[config.mk]
export PLATFORM = sky130hd
export DESIGN_NAME = jtopl_serial_tx
export DESIGN_NICKNAME = d
export VERILOG_FILES = /design/src/rtl/jtopl_serial_pkg.sv /design/src/rtl/jtopl_lin2fp.sv /design/src/rtl/jtopl_serial_tx.sv
export SDC_FILE = /design/constraint.sdc
export NUM_CORES = 1
export LEC_CHECK = 0
export ABC_AREA = 0
export CORE_UTILIZATION = 34
export DETAILED_ROUTE_END_ITERATION = 12
export DONT_BUFFER_PORTS = 1
export PLACE_DENSITY = 0.56
export SKIP_LAST_GASP = 1
export SYNTH_ARGS = -nofsm -noshare
export SYNTH_HDL_FRONTEND = slang
export SYNTH_HIERARCHICAL = 1
export SYNTH_SLANG_ARGS = --single-unit
[constraint.sdc]
create_clock -name clk -period 7.4 [get_ports clk]
set_clock_uncertainty 0.05 [all_clocks]
set_input_delay 1.11 -clock clk [delete_from_list [all_inputs] [get_ports clk]]
set_output_delay 1.11 -clock clk [all_outputs]
set_load 0.05 [all_outputs]
[src/rtl/jtopl_serial_pkg.sv]
// rtl/jtopl_serial_pkg.sv - frame layout constants and float sample type for the serial DAC transmitter
package jtopl_serial_pkg;
  localparam int FRAME_LEN  = 16;
  localparam int MANT_W     = 10;
  localparam int EXP_W      = 3;
  localparam int SLOT_MANT0 = 3;
  localparam int SLOT_EXP0  = 13;
  localparam int SLOT_SY    = 15;

  typedef struct packed {
    logic [EXP_W-1:0]  e;
    logic [MANT_W-1:0] m;
  } fp_t;

  // Zero sample as transmitted after reset: m=0, e=1.
  localparam logic [FRAME_LEN-1:0] FRAME_ZERO = {3'd1, 10'd0, 3'd0};

  function automatic logic [FRAME_LEN-1:0] pack_frame(fp_t fp);
    logic [FRAME_LEN-1:0] f;
    f = '0;
    f[SLOT_MANT0 +: MANT_W] = fp.m;
    f[SLOT_EXP0 +: EXP_W]   = fp.e;
    return f;
  endfunction
endpackage

[src/rtl/jtopl_lin2fp.sv]
// rtl/jtopl_lin2fp.sv - combinational linear to 3-bit exponent / 10-bit mantissa converter
// Optional rounding of the mantissa when JTOPL_SERIAL_ROUND_EN is defined.
module jtopl_lin2fp
  import jtopl_serial_pkg::*;
#(
  parameter int INW = 16
) (
  input  logic [INW-1:0] lin,
  output fp_t            fp
);
  localparam int EMAX = INW - 9;

  logic signed [INW:0] ext;
  logic signed [INW:0] shifted;
  logic                fits;
  int                  e;
`ifdef JTOPL_SERIAL_ROUND_EN
  logic signed [INW:0] rnd;
`endif

  always_comb begin
    ext     = {lin[INW-1], lin};
    e       = EMAX;
    shifted = '0;
    // Scan downwards so the last hit is the smallest exponent that fits.
    for (int k = EMAX; k >= 1; k--) begin
      shifted = ext >>> (k - 1);
      if ((&shifted[INW:MANT_W-1]) || !(|shifted[INW:MANT_W-1])) e = k;
    end
    shifted = ext >>> (e - 1);
`ifdef JTOPL_SERIAL_ROUND_EN
    rnd = ext;
    if (e > 1) begin
      rnd     = ext + $signed((INW+1)'(1) << (e - 2));
      shifted = rnd >>> (e - 1);
    end
`endif
    fits = (&shifted[INW:MANT_W-1]) || !(|shifted[INW:MANT_W-1]);
    fp.e = EXP_W'(e);
    if (fits) fp.m = shifted[MANT_W-1:0];
    else      fp.m = shifted[INW] ? 10'h200 : 10'h1ff;
  end
endmodule

[src/rtl/jtopl_serial_tx.sv]
// rtl/jtopl_serial_tx.sv - double-buffered serial DAC transmitter, 16-slot LSB-first frames with latch strobe
// JTOPL_SERIAL_ROUND_EN selects rounded instead of truncated mantissa in the converter.
module jtopl_serial_tx
  import jtopl_serial_pkg::*;
#(
  parameter int INW = 16
) (
  input  logic           clk,
  input  logic           rst_n,
  input  logic           cen,
  input  logic [INW-1:0] snd,
  input  logic           snd_valid,
  output logic           sdo,
  output logic           sy,
  output logic [3:0]     slot,
  output logic           overrun,
  input  logic           ovr_clr
);
  logic [INW-1:0]       hold;
  logic [INW-1:0]       last;
  logic                 hold_full;
  logic [FRAME_LEN-1:0] frame;
  logic [FRAME_LEN-1:0] frame_next;
  logic [INW-1:0]       src;
  logic [3:0]           next_slot;
  logic                 frame_start;
  logic                 consume;
  fp_t                  conv;

  assign frame_start = cen && (slot == 4'(SLOT_SY));
  assign consume     = frame_start && hold_full;
  // With no fresh sample, the last one is resent so the DAC keeps its level.
  assign src         = hold_full ? hold : last;
  assign next_slot   = slot + 4'd1;
  assign frame_next  = pack_frame(conv);

  jtopl_lin2fp #(.INW(INW)) u_lin2fp (
    .lin (src),
    .fp  (conv)
  );

  always_ff @(posedge clk or negedge rst_n) begin
    if (!rst_n) begin
      slot      <= '0;
      sdo       <= 1'b0;
      sy        <= 1'b0;
      hold      <= '0;
      hold_full <= 1'b0;
      last      <= '0;
      frame     <= FRAME_ZERO;
      overrun   <= 1'b0;
    end else begin
      if (cen) begin
        slot <= next_slot;
        sy   <= (next_slot == 4'(SLOT_SY));
        if (frame_start) begin
          frame <= frame_next;
          last  <= src;
          sdo   <= frame_next[0];
        end else begin
          sdo   <= frame[next_slot];
        end
      end
      // A write racing the frame-start consume is not an overrun.
      if (snd_valid) begin
        hold      <= snd;
        hold_full <= 1'b1;
      end else if (consume) begin
        hold_full <= 1'b0;
      end
      if (snd_valid && hold_full && !consume) overrun <= 1'b1;
      else if (ovr_clr)                       overrun <= 1'b0;
    end
  end
endmodule

==> impl_metrics.json <==
{
  "result_of_the_run": "finished clean",
  "critical_path.slowest_cell": "sky130_fd_sc_hd__dfrtp_1",
  "top_level_ports": 28,
  "fillerInstances": 1058,
  "layout-area-overhead-vs-synth_pct": 3.04,
  "wl_per_cell_um": 17.5,
  "synth_area_sq_um": 3660,
  "setup.worst_path.start_class": "flop",
  "timing.critical_path.mode_cell": "sky130_fd_sc_hd__ha_1",
  "synth_top_cells_by_area": "sky130_fd_sc_hd__dfrtp_1 (36%), sky130_fd_sc_hd__mux2_2 (18%), sky130_fd_sc_hd__mux2i_1 (3.0%)",
  "asyncSetResetFlopFracSynth_pct": 100,
  "antenna_left": 0,
  "clock_latency_ns": 0.32,
  "hold_viol_final": 0,
  "cts_hold_repair.buffers": 0,
  "global_route.usage.total_pct": 15.4,
  "setup.worst_path.end_class": "flop",
  "post_synth_inst_count": 346,
  "setup_slack_ns": 1.40,
  "fin_area_sq_um": 3770,
  "power.share.combinational_pct": 55.7,
  "drt_pass1_iterations": 5,
  "first_iter_violations": 173,
  "core_sq_um": 10400,
  "crit_path_max_cell_delay_ns": 0.81,
  "cts-root-to-sink-buffers": 2,
  "yosys.cell_count.top_type": "sky130_fd_sc_hd__mux2_2",
  "post_synth.cell_area_avg_sq_um": 10.6,
  "pin_count_of_the_biggest_net_entering_global_routing": 54,
  "cts_made_buffers": 5,
  "pwr-share-seq_pct": 33.7,
  "dieHeight_um": 106,
  "antenna_diode_count": 0,
  "power.leakage_uw": 0.00159,
  "worstPathRequired_ns": 7.55,
  "arrival_ns": 6.15,
  "grt_setup_unrepaired": "no",
  "final_gp_congestion": 0.910,
  "drive_above_1_share_pct": 27.4,
  "cap_viol_max_count": 0,
  "synth_cell_type_count": 73,
  "synthTopCellsByCount": "sky130_fd_sc_hd__mux2_2 (60), sky130_fd_sc_hd__dfrtp_1 (52), sky130_fd_sc_hd__nand2_1 (18), sky130_fd_sc_hd__nor2_1 (17), sky130_fd_sc_hd__clkbuf_1 (15)",
  "path_cells": "mux2_1 -> or4_4 -> nor4_4 -> nor2_4 -> o21ai_2 -> inv_2 -> ha_1 -> ha_1 -> inv_1 -> o211a_1 -> o32ai_1 -> a31oi_1 -> nand2b_1 -> nor4_1 -> or3_1 -> mux2_2",
  "postSynthRegisterBits": 53,
  "number_of_global_route_vias_before_repair": 2644,
  "slew-limit-headroom_pct": 46.4,
  "cts_htree_levels": 2,
  "via_per_inst": 5.95,
  "dieWidth_um": 106,
  "global_route_wire_length_before_repair_um": 13800,
  "fin_crit_sh_pct": 81.0,
  "grt_antenna_before_repair": 0,
  "grt_overflow_total": 0,
  "dp_area_sq_um": 3680,
  "synth.yosys.seq_area_share_pct": 36.3,
  "numClockSinks": 53,
  "timing_worst_setup_path_type": "flop to flop",
  "floorplan.die_area_sq_um": 11200,
  "synth_edf_count": 0,
  "number_of_port_buffers": 0,
  "power.net_switching_uw": 696,
  "postCtsSetupRepairBufs": 0,
  "root_buffer_cell": "sky130_fd_sc_hd__clkbuf_8",
  "p_clk_share_pct": 10.6,
  "totalNegativeSetupSlack_ns": 0,
  "setup_viol": 0,
  "worst_hold_path_type": "primary input to async pin",
  "routed_wirelength_um": 8070,
  "detailed_route_via_count": 2742,
  "power_switching_share_pct": 44.4,
  "synth.largest_area_cell": "sky130_fd_sc_hd__dfrtp_1",
  "synth.yosys.warnings": 6,
  "fmax_mhz": 167,
  "syn_nets": 373,
  "tritoncts": "built",
  "power.ir.vdd_worst_v": 0.000120,
  "synth_top_area_share_pct": 35.6,
  "critical-path-top-delay-family": "simple AND/OR/NAND/NOR gates",
  "slew_violations": 0,
  "hpwlAfterDp_um": 5680,
  "row_count": 37,
  "p_int_uw": 870,
  "post_cts.resized_instances": 0,
  "tightestPinTransition_ns": 0.804,
  "fin_crit_ns": 6.00,
  "critPathMaxFanout": 18,
  "layout.nets": 351,
  "initial_core_util_pct": 35.3,
  "power_per_cell_area_nw_per_um2": 416,
  "clk_pin_slew_worst_paths_ns": 0.10,
  "most_used_dff_post_synth": "sky130_fd_sc_hd__dfrtp_1",
  "critical_path_buf_inv_count": 2,
  "drcViolationCount": 0,
  "dpl_worst_slack_ns": 1.53
}
area by class of cell:
type | instances | area, sq um | share of cell area (%)
Sequential cell | 53 | 1330 | 35.2
Clock inverter | 2 | 13.8 | 0.365
Inverter | 12 | 45.0 | 1.20
Timing Repair Buffer | 2 | 15.0 | 0.398
Tap cell | 136 | 170 | 4.52
Multi-Input combinational cell | 250 | 2120 | 56.4
Clock buffer | 6 | 72.6 | 1.93
per-layer routing:
metal / GRT usage (%) / up-vias / wire (um)
li1: - / 1266 / -
met1: 21.0 / 1352 / 3710
met2: 24.6 / 103 / 3750
met3: 2.04 / 21 / 372
met4: 6.25 / 0 / 245
met5: 0 / - / 0
logic make-up after synthesis:
| group | share of synthesized area (%) |
|---|---|
| compound gates | 15.5 |
| xor+xnor | 1.95 |
| fa+ha+maj | 2.05 |
| buf+inv | 5.61 |
| flops | 36.3 |
| mux | 25.7 |
| simple gates | 12.9 |
power groups by stage:
stage               combinational [uW]  sequential (uW)  clock, uW
floorplan                          759              496          0
global placement                   858              534          0
detailed placement                 862              538          0
CTS                                865              531        175
global route                       954              544        183
finish                             872              528        166
stage by stage:
stage | hold WS, ns | total power, uW | std cells | utilization, %
floorplan | 0.410 | 1250 | 346 | -
global placement | 0.421 | 1390 | 453 | 35.5
detailed placement | 0.432 | 1400 | 453 | 35.5
CTS | 0.412 | 1570 | 461 | 36.3
global route | 0.409 | 1680 | 461 | 36.3
finish | 0.423 | 1570 | 461 | 36.3
final timing paths:
check | start | endpoint | slack, ns | cells after the start
max | hold_full$_DFFE_PN0P_ | frame[7]$_DFFE_PN0P_ | 1.40 | 16
min | rst_n | hold[14]$_DFFE_PN0P_ | 0.42 | 0
max in group asynchronous | rst_n | frame[13]$_DFFE_PN1P_ | 6.68 | 0
max reg2reg | hold_full$_DFFE_PN0P_ | frame[7]$_DFFE_PN0P_ | 1.40 | 16
min in group clk | last[6]$_DFFE_PN0P_ | last[6]$_DFFE_PN0P_ | 0.45 | 1
min reg2reg | last[6]$_DFFE_PN0P_ | last[6]$_DFFE_PN0P_ | 0.45 | 1
registers in the layout, summed over array words and instances (netlist names):
signal     flops
frame         13
hold          16
hold_full      1
last          16
overrun        1
sdo            1
slot           4
sy             1
layout by cell type (no fill, tap or decap), types with 4 or more instances in the layout:
| master | n |
|---|---|
| sky130_fd_sc_hd__mux2i_1 | 11 |
| sky130_fd_sc_hd__nand4_1 | 5 |
| sky130_fd_sc_hd__inv_1 | 11 |
| sky130_fd_sc_hd__o22ai_1 | 5 |
| sky130_fd_sc_hd__dfrtp_1 | 52 |
| sky130_fd_sc_hd__mux2_2 | 60 |
| sky130_fd_sc_hd__a21oi_1 | 9 |
| sky130_fd_sc_hd__nor2_1 | 17 |
| sky130_fd_sc_hd__ha_1 | 6 |
| sky130_fd_sc_hd__a211oi_1 | 5 |
| sky130_fd_sc_hd__nor4_1 | 4 |
| sky130_fd_sc_hd__nor3_1 | 13 |
| sky130_fd_sc_hd__nand3_1 | 7 |
| sky130_fd_sc_hd__clkbuf_8 | 5 |
| sky130_fd_sc_hd__a211o_1 | 8 |
| sky130_fd_sc_hd__a31oi_1 | 4 |
| sky130_fd_sc_hd__o21ai_0 | 5 |
| sky130_fd_sc_hd__nand2_1 | 18 |
| sky130_fd_sc_hd__nor2b_1 | 5 |
Power figures use the tool's default switching activity.
